===== src/rtl/crc8_pkg.sv =====
// Shared CRC-8 definitions: default generator polynomial, transmit FSM states
// and the bytewise CRC step used by both the appender and checker models.
package crc8_pkg;

  localparam logic [7:0] CRC8_POLY_DEFAULT = 8'h07;

  typedef enum logic [1:0] {IDLE, BODY, TAIL} crc8_tx_state_t;

  // One byte of MSB-first CRC-8: fold the byte into the register, then shift
  // eight times, reducing by the polynomial whenever the top bit falls out.
  function automatic logic [7:0] crc8_byte(input logic [7:0] crc,
                                           input logic [7:0] data,
                                           input logic [7:0] poly);
    logic [7:0] c;
    c = crc ^ data;
    for (int b = 0; b < 8; b++) begin
      if (c[7]) c = {c[6:0], 1'b0} ^ poly;
      else      c = {c[6:0], 1'b0};
    end
    return c;
  endfunction

endpackage


===== src/rtl/crc8_tx_appender.sv =====
// CRC-8 transmit appender: forwards a byte stream unchanged through a single
// output register and appends the frame CRC as the new last byte.
// Optional macro CRC8_TX_ERRINJ_EN adds i_err_inj, which flips bit 0 of the
// emitted CRC byte (o_crc8 still reports the true CRC).
module crc8_tx_appender
  import crc8_pkg::*;
#(
  parameter logic [7:0] POLY   = CRC8_POLY_DEFAULT,
  parameter logic [7:0] INIT   = 8'h00,
  parameter logic [7:0] XOROUT = 8'h00
) (
  input  logic       clk,
  input  logic       reset,
  input  logic       i_valid,
  input  logic       i_last,
  input  logic [7:0] i_data,
  output logic       o_ready,
  output logic       o_valid,
  output logic       o_last,
  output logic [7:0] o_data,
  input  logic       i_ready,
`ifdef CRC8_TX_ERRINJ_EN
  input  logic       i_err_inj,
`endif
  output logic [7:0] o_crc8,
  output logic       o_done
);

  crc8_tx_state_t state;
  logic [7:0]     crc;
  logic [7:0]     crc_next;
  logic [7:0]     crc_final;
  logic [7:0]     tail_byte;
  logic           slot_free;
  logic           accept;

  // The output register can take a new byte when empty or being drained now.
  assign slot_free = !o_valid || i_ready;
  // Input is held off while the CRC byte waits for the output slot.
  assign o_ready   = !reset && slot_free && (state != TAIL);
  assign accept    = i_valid && o_ready;
  assign crc_next  = crc8_byte(crc, i_data, POLY);
  assign crc_final = crc ^ XOROUT;

`ifdef CRC8_TX_ERRINJ_EN
  logic inj_pend;

  // Capture the injection request alongside the last payload byte.
  always_ff @(posedge clk or posedge reset) begin
    if (reset) begin
      inj_pend <= 1'b0;
    end else if (accept && i_last) begin
      inj_pend <= i_err_inj;
    end else if (state == TAIL && slot_free) begin
      inj_pend <= 1'b0;
    end
  end

  assign tail_byte = crc_final ^ {7'b0, inj_pend};
`else
  assign tail_byte = crc_final;
`endif

  // Frame FSM, running CRC and the output register advance together.
  always_ff @(posedge clk or posedge reset) begin
    if (reset) begin
      state   <= IDLE;
      crc     <= INIT;
      o_valid <= 1'b0;
      o_last  <= 1'b0;
      o_data  <= 8'h00;
      o_crc8  <= 8'h00;
      o_done  <= 1'b0;
    end else begin
      o_done <= o_valid && o_last && i_ready;
      if (slot_free) begin
        if (state == TAIL) begin
          o_data  <= tail_byte;
          o_last  <= 1'b1;
          o_valid <= 1'b1;
          o_crc8  <= crc_final;
          crc     <= INIT;
          state   <= IDLE;
        end else if (accept) begin
          o_data  <= i_data;
          o_last  <= 1'b0;
          o_valid <= 1'b1;
          crc     <= crc_next;
          state   <= i_last ? TAIL : BODY;
        end else begin
          o_valid <= 1'b0;
          o_last  <= 1'b0;
        end
      end
    end
  end

endmodule


===== config.mk =====
export PLATFORM = sky130hd
export DESIGN_NAME = crc8_tx_appender
export DESIGN_NICKNAME = d
export VERILOG_FILES = /design/src/rtl/crc8_pkg.sv /design/src/rtl/crc8_tx_appender.sv
export SDC_FILE = /design/constraint.sdc
export NUM_CORES = 1
export LEC_CHECK = 0
export CORE_ASPECT_RATIO = 0.9
export CORE_MARGIN = 3
export CORE_UTILIZATION = 60
export CTS_CLUSTER_DIAMETER = 80
export DETAILED_ROUTE_END_ITERATION = 6
export DONT_BUFFER_PORTS = 1
export PLACE_DENSITY = 0.73
export SYNTH_ARGS = -nofsm -noshare
export SYNTH_HDL_FRONTEND = slang
export SYNTH_SLANG_ARGS = --single-unit

===== constraint.sdc =====
create_clock -name clk -period 2.8 [get_ports clk]
set_clock_uncertainty 0.1 [all_clocks]
set_input_delay 0.7 -clock clk [delete_from_list [all_inputs] [get_ports clk]]
set_output_delay 0.7 -clock clk [all_outputs]
set_load 0.02 [all_outputs]

==> Yosys cells after proc, flatten, opt, wreduce, memory -nomap -nowiden <==
Index checks and enable logic that the tools add are counted.
{ "word_totals": {"register_bits": 29, "in_bits": 13, "output_inout_bits": 20, "word_cells": 47} }
{ "op_classes": {"eq_ne": 2, "n_mux": 18, "n_bitwise": 9, "n_reduce_logical": 11} }
{ "ops": {"columns": ["op", "count"], "rows": [
  ["8-bit 2-to-1 mux", 4],
  ["3-bit 2-to-1 mux", 8],
  ["3-bit inverter", 8],
  ["8-bit XOR", 1],
  ["2-bit 2-to-1 mux", 3],
  ["1-bit logical AND", 5],
  ["2-bit AND reduction", 2],
  ["1-bit 2-to-1 mux", 3],
  ["2-bit == test (second input constant)", 1],
  ["1-bit zero test", 2],
  ["2-bit != test (second input constant)", 1],
  ["2-bit nonzero test", 1],
  ["1-bit logical OR", 1]
]} }

==> Logic depth before layout (Yosys ltp) <==
Gate-level depths: netlist of run 1.
{ "logic_depth": {"ltp_word": 19, "ltp_mapped": 6, "depth_no_buf": 4} }

==> Least setup slack after synthesis of run 1 <==
Ideal clock, no wire load.
{ "synth_path": {"path_kind": "input to register", "startpoint": "input port i_data[2]", "endpoint": "register crc[3]", "setup_time_ns": 0.069, "arrival_time_ns": 1.881, "t_required_ns": 2.631, "setup_slack_ns": 0.750, "path_stages": 4, "path_buffers": 0, "cell_sequence": "xnor3_2 > xnor3_1 > or4_1 > nand3_1"} }
{ "synth_via": {"elab_chain_cells": 6} }
{ "synth_lines": {"columns": ["element", "line_no", "text"], "rows": [
  ["from (decl)", "crc8_tx_appender.sv:16", "input logic [7:0] i_data,"],
  ["8-bit XOR *", "crc8_pkg.sv:15", "c = crc ^ data;"],
  ["3-bit 2-to-1 mux *", "crc8_pkg.sv:17", "if (c[7]) c = {c[6:0], 1'b0} ^ poly;"],
  ["3-bit inverter (no line)", null, null],
  ["3-bit 2-to-1 mux *", "crc8_pkg.sv:17", null],
  ["8-bit 2-to-1 mux *", "crc8_tx_appender.sv:84", "end else if (accept) begin"],
  ["8-bit 2-to-1 mux *", "crc8_tx_appender.sv:77", "if (state == TAIL) begin"],
  ["to (signal assigned)", "crc8_tx_appender.sv:88", "crc <= crc_next;"],
  ["to (decl)", "crc8_tx_appender.sv:30", "logic [7:0] crc;"]
]} }
Every way passes the cells marked *; elsewhere a longest branch is shown, timed or not. The select of a mux whose other input is x is not followed.
A chain may end at the register's enable or synchronous reset.

==> Final worst setup path of run 1 <==
{ "layout_path": {"startpoint": "register state[1]", "endpoint": "output port o_ready"} }
{ "layout_via": {"elab_chain_cells": 2} }
{ "layout_lines": {"columns": ["element", "line_no", "text"], "rows": [
  ["from (decl)", "crc8_tx_appender.sv:29", "crc8_tx_state_t state;"],
  ["from (signal assigned)", "crc8_tx_appender.sv:89", "state <= i_last ? TAIL : BODY;"],
  ["2-bit != test", "crc8_tx_appender.sv:40", "assign o_ready = !reset && slot_free && (state != TAIL);"],
  ["1-bit logical AND", "crc8_tx_appender.sv:40", null],
  ["to (decl)", "crc8_tx_appender.sv:17", "output logic o_ready,"]
]} }
Every way passes these cells.

==> run_results.csv, run 1 <==
group,metric,value,unit
run_status,outcome,"finished clean",
clock_tree,cts_tree,"built",
clock_tree,path_clk_slew,0.09,ns
sta,drv_slew,0,
synth,ys_top_cells_by_count,"dfrtp_1, nand2_1, a31oi_1, nor2_1, o21ai_0",
die,start_util,65.7,%
cells_and_area,n_antenna_cell,0,
clock_tree,cts.sinks,29,
critical_path,critical_path_buf_inv_count,1,
critical_path,cp_max_fo,14,
synth,synth-main-ff-cell,"dfrtp_1",
detailed_routing,vias,1045,
clock_tree,h-tree-depth,2,
synth,synthAdderAreaFrac,0,%
placed_design,hpwlAfterDp,2.14,mm
sta,fin_tns_setup,0,ns
clock_tree,clockBufferDepth,2,
detailed_routing,ant_nets,0,
critical_path,arrival,1.43,ns
critical_path,critPathLaunchType,"flop",
pwr,clkPwrFrac,12.7,%
critical_path,required,2.00,ns
sta,min_period,2.23,ns
grt,first_global_vias,944,
synth,synth_xor_area_share,18.3,%
die,die_area,0.00311,mm2
grt,grt_max_degree,30,
synth,avgSynthCellArea,10.4,um2
pwr,p_int,1.10,mW
pwr,combPwrFrac,40.2,%
placed_design,placed_cell_area,0.00153,mm2
die,io_pins,33,
critical_path,cp_cell_sequence,"nand2b_1, buf_4, nand2_1, nor2_1",
grt,overflow,0,
pwr,vdd_drop_max,0.907,mV
clock_tree,clkLatencyLatePin,0.34,ns
cells_and_area,area_growth,6.65,%
critical_path,slowest_stage,"dfrtp_1",
clock_tree,cts_buffers,5,
critical_path,ff2ff_setup_slack,0.75,ns
sta,relSlewSlack,50.7,%
grt,grt_use_total,21.3,%
critical_path,regToRegStartpoint,"state[1]",
synth,muxShareOfSynthArea,3.79,%
die,core_area,0.00226,mm2
synth,ys_warn_count,0,
placed_design,place_congestion,0.886,
synth,yosysSeqAreaShare,48.8,%
pwr,switching_power,0.841,mW
detailed_routing,drt_iter0_markers,34,
synth,async_flop_share,100,%
synth,synth_top_family_by_area,"XOR/XNOR gates",
synth,synth_area_leaders,"dfrtp_1, xnor3_1, nand2_1",
placed_design,port_buffers,0,
synth,synth_most_common_cell,"dfrtp_1",
synth,synthCells,143,
detailed_routing,drc_errors,0,
clock_tree,cts-hold-fix-buffers,0,
sta,hold_viol,0,
synth,synth_top_area_share,48.8,%
die,die_h,53.2,um
clock_tree,root_buffer,"clkbuf_4",
worst_hold_path,holdCritPathClass,"in2async",
grt,grt_pass1_wl,4.57,mm
die,rows,16,
synth,yosysUniqueCellTypes,27,
sta,worstMarginPinSlew,0.737,ns
cells_and_area,utilization,70.1,%
critical_path,max_stage_delay,0.40,ns
sta,setup_viol,0,
synth,synth_compound_area_share,11.2,%
detailed_routing,drt-pass1-iter-count,5,
synth,synth-edff-count,0,
critical_path,critPathKind,"reg2out",
sta,rsz0062_at_grt,"false",
critical_path,rr_worst_depth,3,
flow_run,cap_violations,0,
synth,ys_seq_elements,29,
cells_and_area,fillCellCount,177,
cells_and_area,layout.nets,162,
cells_and_area,final_area,0.00159,mm2
detailed_routing,vias_per_cell,5.90,
detailed_routing,wl,2.90,mm
pwr,p_total,1.94,mW
critical_path,endpoint_kind,"output pin",
pwr,swShare,43.4,%
grt,antenna_found_initial,0,
synth,syn-num-nets,156,
pwr,p_leak,0.758,nW
sta,post-route-period-util,79.6,%
pwr,powerDensity,1220,mW/mm2
synth,synth_top_area_cell,"dfrtp_1",
synth,synth-simple-area-share,15.3,%
detailed_routing,wl_per_cell,16.4,um
critical_path,crit_family,"simple AND/OR/NAND/NOR gates",
clock_tree,cts_resized,0,
critical_path,cp_num_cells,4,
cells_and_area,layout-drive-gt1-share,12.7,%
synth,syn_area,0.00149,mm2
sta,fin_hold_ws,0.204,ns
die,die_x,58.5,um
clock_tree,post_cts_buffers,0,
pwr,p_seq_share,47.2,%
sta,fmax,449,MHz
critical_path,worstReg2RegEnd,"o_crc8[2]",
==> worst max path at each step <==
stage,start,to
after floorplan,i_data[2],crc[3]
after global placement,i_data[2],crc[3]
after detailed placement,i_data[2],crc[3]
after CTS,state[1],o_ready
after global routing,state[0],o_ready
final,state[1],o_ready
==> metal layers <==
layer  GRT usage (%)  share of wire, %  up-vias
met5               0                 0        -
met4            11.6               2.0        0
met3            8.05               9.4        7
met2            30.5                45       39
met1            27.7                44      496
li1                -                 -      503
==> sequential cells by signal (all words and copies together) (netlist names) <==
name	cells
crc	8
o_crc8	8
o_data	8
o_done	1
o_last	1
o_valid	1
state	2
==> cell families after synthesis <==
| kind of cell | Yosys count |
|---|---|
| mux | 5 |
| compound gates | 28 |
| buf+inv | 10 |
| xor+xnor | 19 |
| simple gates | 52 |
| flops | 29 |
==> cells in the final DEF, fill, tap and decap left out, types with 2 or more instances in the layout <==
master,n
dfrtp_1,29
nand2_1,28
nor2_1,9
a31oi_1,9
o21ai_0,7
a21oi_1,6
xnor2_1,6
xnor3_1,6
inv_1,5
xor2_1,5
mux2_2,5
clkbuf_4,5
nand2b_1,4
buf_4,4
nor3_1,3
nor2b_1,2
or3_1,2
nand3_1,2
o21bai_1,2
clkinv_2,2
==> through the flow <==
stage               instances  setup WS [ns]
floorplan                 143          0.750
global placement          169          0.730
detailed placement        169          0.716
CTS                       177          0.578
global route              177          0.486
finish                    177          0.572
==> power groups by stage <==
stage          Combinational, mW  Clock [mW]  Sequential [mW]
6_report                   0.779       0.245            0.914
3_5_place_dp               0.779           0            0.926
4_1_cts                    0.783       0.250            0.917
3_3_place_gp               0.757           0            0.918
5_1_grt                    0.863       0.268            0.944
2_1_floorplan              0.656           0            0.879
==> area by class of cell <==
| cell class | instances | area (um2) | share of cell area (%) |
|---|---|---|---|
| multi-input combinational | 104 | 722 | 45.5 |
| tap | 27 | 33.8 | 2.13 |
| timing repair buffer | 4 | 30.0 | 1.89 |
| inverter | 5 | 18.8 | 1.18 |
| clock buffer | 5 | 37.5 | 2.37 |
| clock inverter | 3 | 17.5 | 1.10 |
| sequential | 29 | 726 | 45.8 |
No activity file was read; power rests on OpenSTA's default activity.
==> run 2, diff against run 1 <==
==> constraint.sdc (replaced) <==
create_clock -name clk -period 2.27 [get_ports clk]
set_clock_uncertainty 0.1 [all_clocks]
set_input_delay 0.5675 -clock clk [delete_from_list [all_inputs] [get_ports clk]]
set_output_delay 0.5675 -clock clk [all_outputs]
set_load 0.02 [all_outputs]
==> run 2 against run 1 <==
  * Critical path depth decreased by 1
  * Sequential share of layout area down 0.43 points
  * Die area unchanged
  * First-iteration DRC count increased by 32%
  * Clock power grew 28%
  * Non-clock buffer count up 2
  * Count of clock-buffer cells in the layout rose by 2
  * Sequential power rose by 24%
  * Register-to-register slack got worse by 0.45 ns
  * Routed wire length rose by 5.1%
  * Highest routed layer unchanged
==> run_results.csv, run 2 (synthesized netlist as in run 1, its figures left out) <==
group,metric,value,unit
run_status,outcome,"finished clean",
clock_tree,cts_resized,0,
critical_path,endpoint_kind,"output pin",
cells_and_area,n_antenna_cell,0,
cells_and_area,seq_area,726,um2
critical_path,required,1.60,ns
pwr,powerDensity,1520,mW/mm2
sta,setup_ws,0.227,ns
cells_and_area,stdcell_count,178,
clock_tree,path_clk_slew,0.08,ns
clock_tree,cts.sinks,29,
grt,grt_max_degree,30,
cells_and_area,layout.nets,164,
die,core_area,0.00226,mm2
sta,drv_slew,0,
cells_and_area,fillCellCount,162,
die,die_area,0.00311,mm2
cells_and_area,final_cell_mix,"dfrtp_1, nand2_1, nor2_1, a31oi_1, o21ai_0",
detailed_routing,drt_iter0_markers,45,
grt,overflow,0,
pwr,p_total,2.43,mW
critical_path,regToRegStartpoint,"state[1]",
detailed_routing,drc_errors,0,
sta,min_period,2.04,ns
critical_path,arrival,1.38,ns
die,die_h,53.2,um
clock_tree,clkLatencyLatePin,0.32,ns
pwr,p_seq_share,46.5,%
die,io_pins,33,
placed_design,hpwlAfterDp,2.21,mm
grt,antenna_found_initial,0,
pwr,switching_power,1.04,mW
placed_design,place_congestion,0.878,
detailed_routing,drt-pass1-iter-count,4,
cells_and_area,area_growth,7.66,%
detailed_routing,met3_length,301,um
grt,grt_pass1_wl,4.98,mm
critical_path,cp_max_fo,4,
clock_tree,cts_buffers,5,
pwr,p_int,1.40,mW
cells_and_area,layout_commonest_cell,"dfrtp_1",
die,start_util,65.7,%
sta,hold_viol,0,
detailed_routing,wl_met2,1.38,mm
critical_path,rr_worst_depth,5,
pwr,clkPwrFrac,12.9,%
detailed_routing,top_layer,"met4",
cells_and_area,top_regs,"crc x8, o_crc8 x8, o_data x8",
critical_path,critPathLaunch,"o_valid",
critical_path,worstReg2RegEnd,"crc[7]",
detailed_routing,ant_nets,0,
critical_path,critPathKind,"reg2out",
pwr,vdd_drop_max,0.886,mV
grt,grt_use_total,22.3,%
worst_hold_path,holdCritPathClass,"in2async",
sta,rsz0062_at_grt,"false",
clock_tree,root_buffer,"clkbuf_4",
pwr,p_leak,0.767,nW
sta,fin_tns_setup,0,ns
cells_and_area,final_area,0.00160,mm2
placed_design,dp_cells,171,
cells_and_area,layout-drive-gt1-share,12.6,%
clock_tree,h-tree-depth,2,
sta,relSlewSlack,45.0,%
detailed_routing,wl_met1,1.30,mm
clock_tree,post_cts_buffers,0,
sta,fmax,490,MHz
grt,first_global_vias,1096,
detailed_routing,vias_per_cell,5.98,
sta,setup_viol,0,
sta,worstMarginPinSlew,0.823,ns
clock_tree,cts_tree,"built",
placed_design,dp_worst_setup_slack,0.294,ns
clock_tree,clockBufferDepth,2,
critical_path,critPathCapture,"o_ready",
flow_run,cap_violations,0,
critical_path,critPathLaunchType,"flop",
die,die_x,58.5,um
pwr,combPwrFrac,40.6,%
detailed_routing,vias,1064,
sta,post-route-period-util,90.0,%
detailed_routing,wl_per_cell,17.1,um
placed_design,port_buffers,0,
detailed_routing,wl,3.05,mm
critical_path,ff2ff_setup_slack,0.30,ns
clock_tree,cts-hold-fix-buffers,0,
cells_and_area,multi_input_area,722,um2
placed_design,placed_cell_area,0.00155,mm2
die,rows,16,
pwr,swShare,42.5,%
-- run 2: area by class of cell --
| type | instances | area share, % |
|---|---|---|
| clock buffer | 7 | 3.44 |
| tap | 27 | 2.11 |
| multi-input combinational | 104 | 45.1 |
| sequential | 29 | 45.3 |
| timing repair buffer | 6 | 2.81 |
| inverter | 5 | 1.17 |
-- run 2: power by group through the flow --
stage	registers [mW]	clock network, mW	logic, mW
floorplan	1.08	0	0.809
global placement	1.13	0	0.953
detailed placement	1.14	0	0.981
CTS	1.13	0.317	0.984
global route	1.17	0.335	1.10
finish	1.13	0.314	0.988
-- run 2: through the flow --
step           utilization, %  hold slack [ns]
2_1_floorplan               -            0.363
3_3_place_gp             68.3            0.377
3_5_place_dp             68.3            0.385
4_1_cts                  70.7            0.108
5_1_grt                  70.7            0.107
6_report                 70.7           0.0985
-- run 2: worst min-delay path by stage --
stage | startpoint | end | slack, ns
global route | reset | o_crc8[4] | 0.11
floorplan | state[0] | state[0] | 0.36
global placement | state[0] | state[0] | 0.38
CTS | reset | crc[7] | 0.11
detailed placement | state[0] | state[0] | 0.39
finish | reset | o_valid | 0.1
-- run 2: worst max-delay path, cell delays in order (launching register included) --
cell      delay, ns
dfrtp_1        0.48
nand2b_1       0.16
nand2_1        0.10
nor2_1         0.32
-- run 2: metal layers --
metal,up-vias,track usage (%)
met3,10,10.5
met1,515,26.6
met2,40,34.6
met5,-,0
li1,499,-
met4,0,9.27
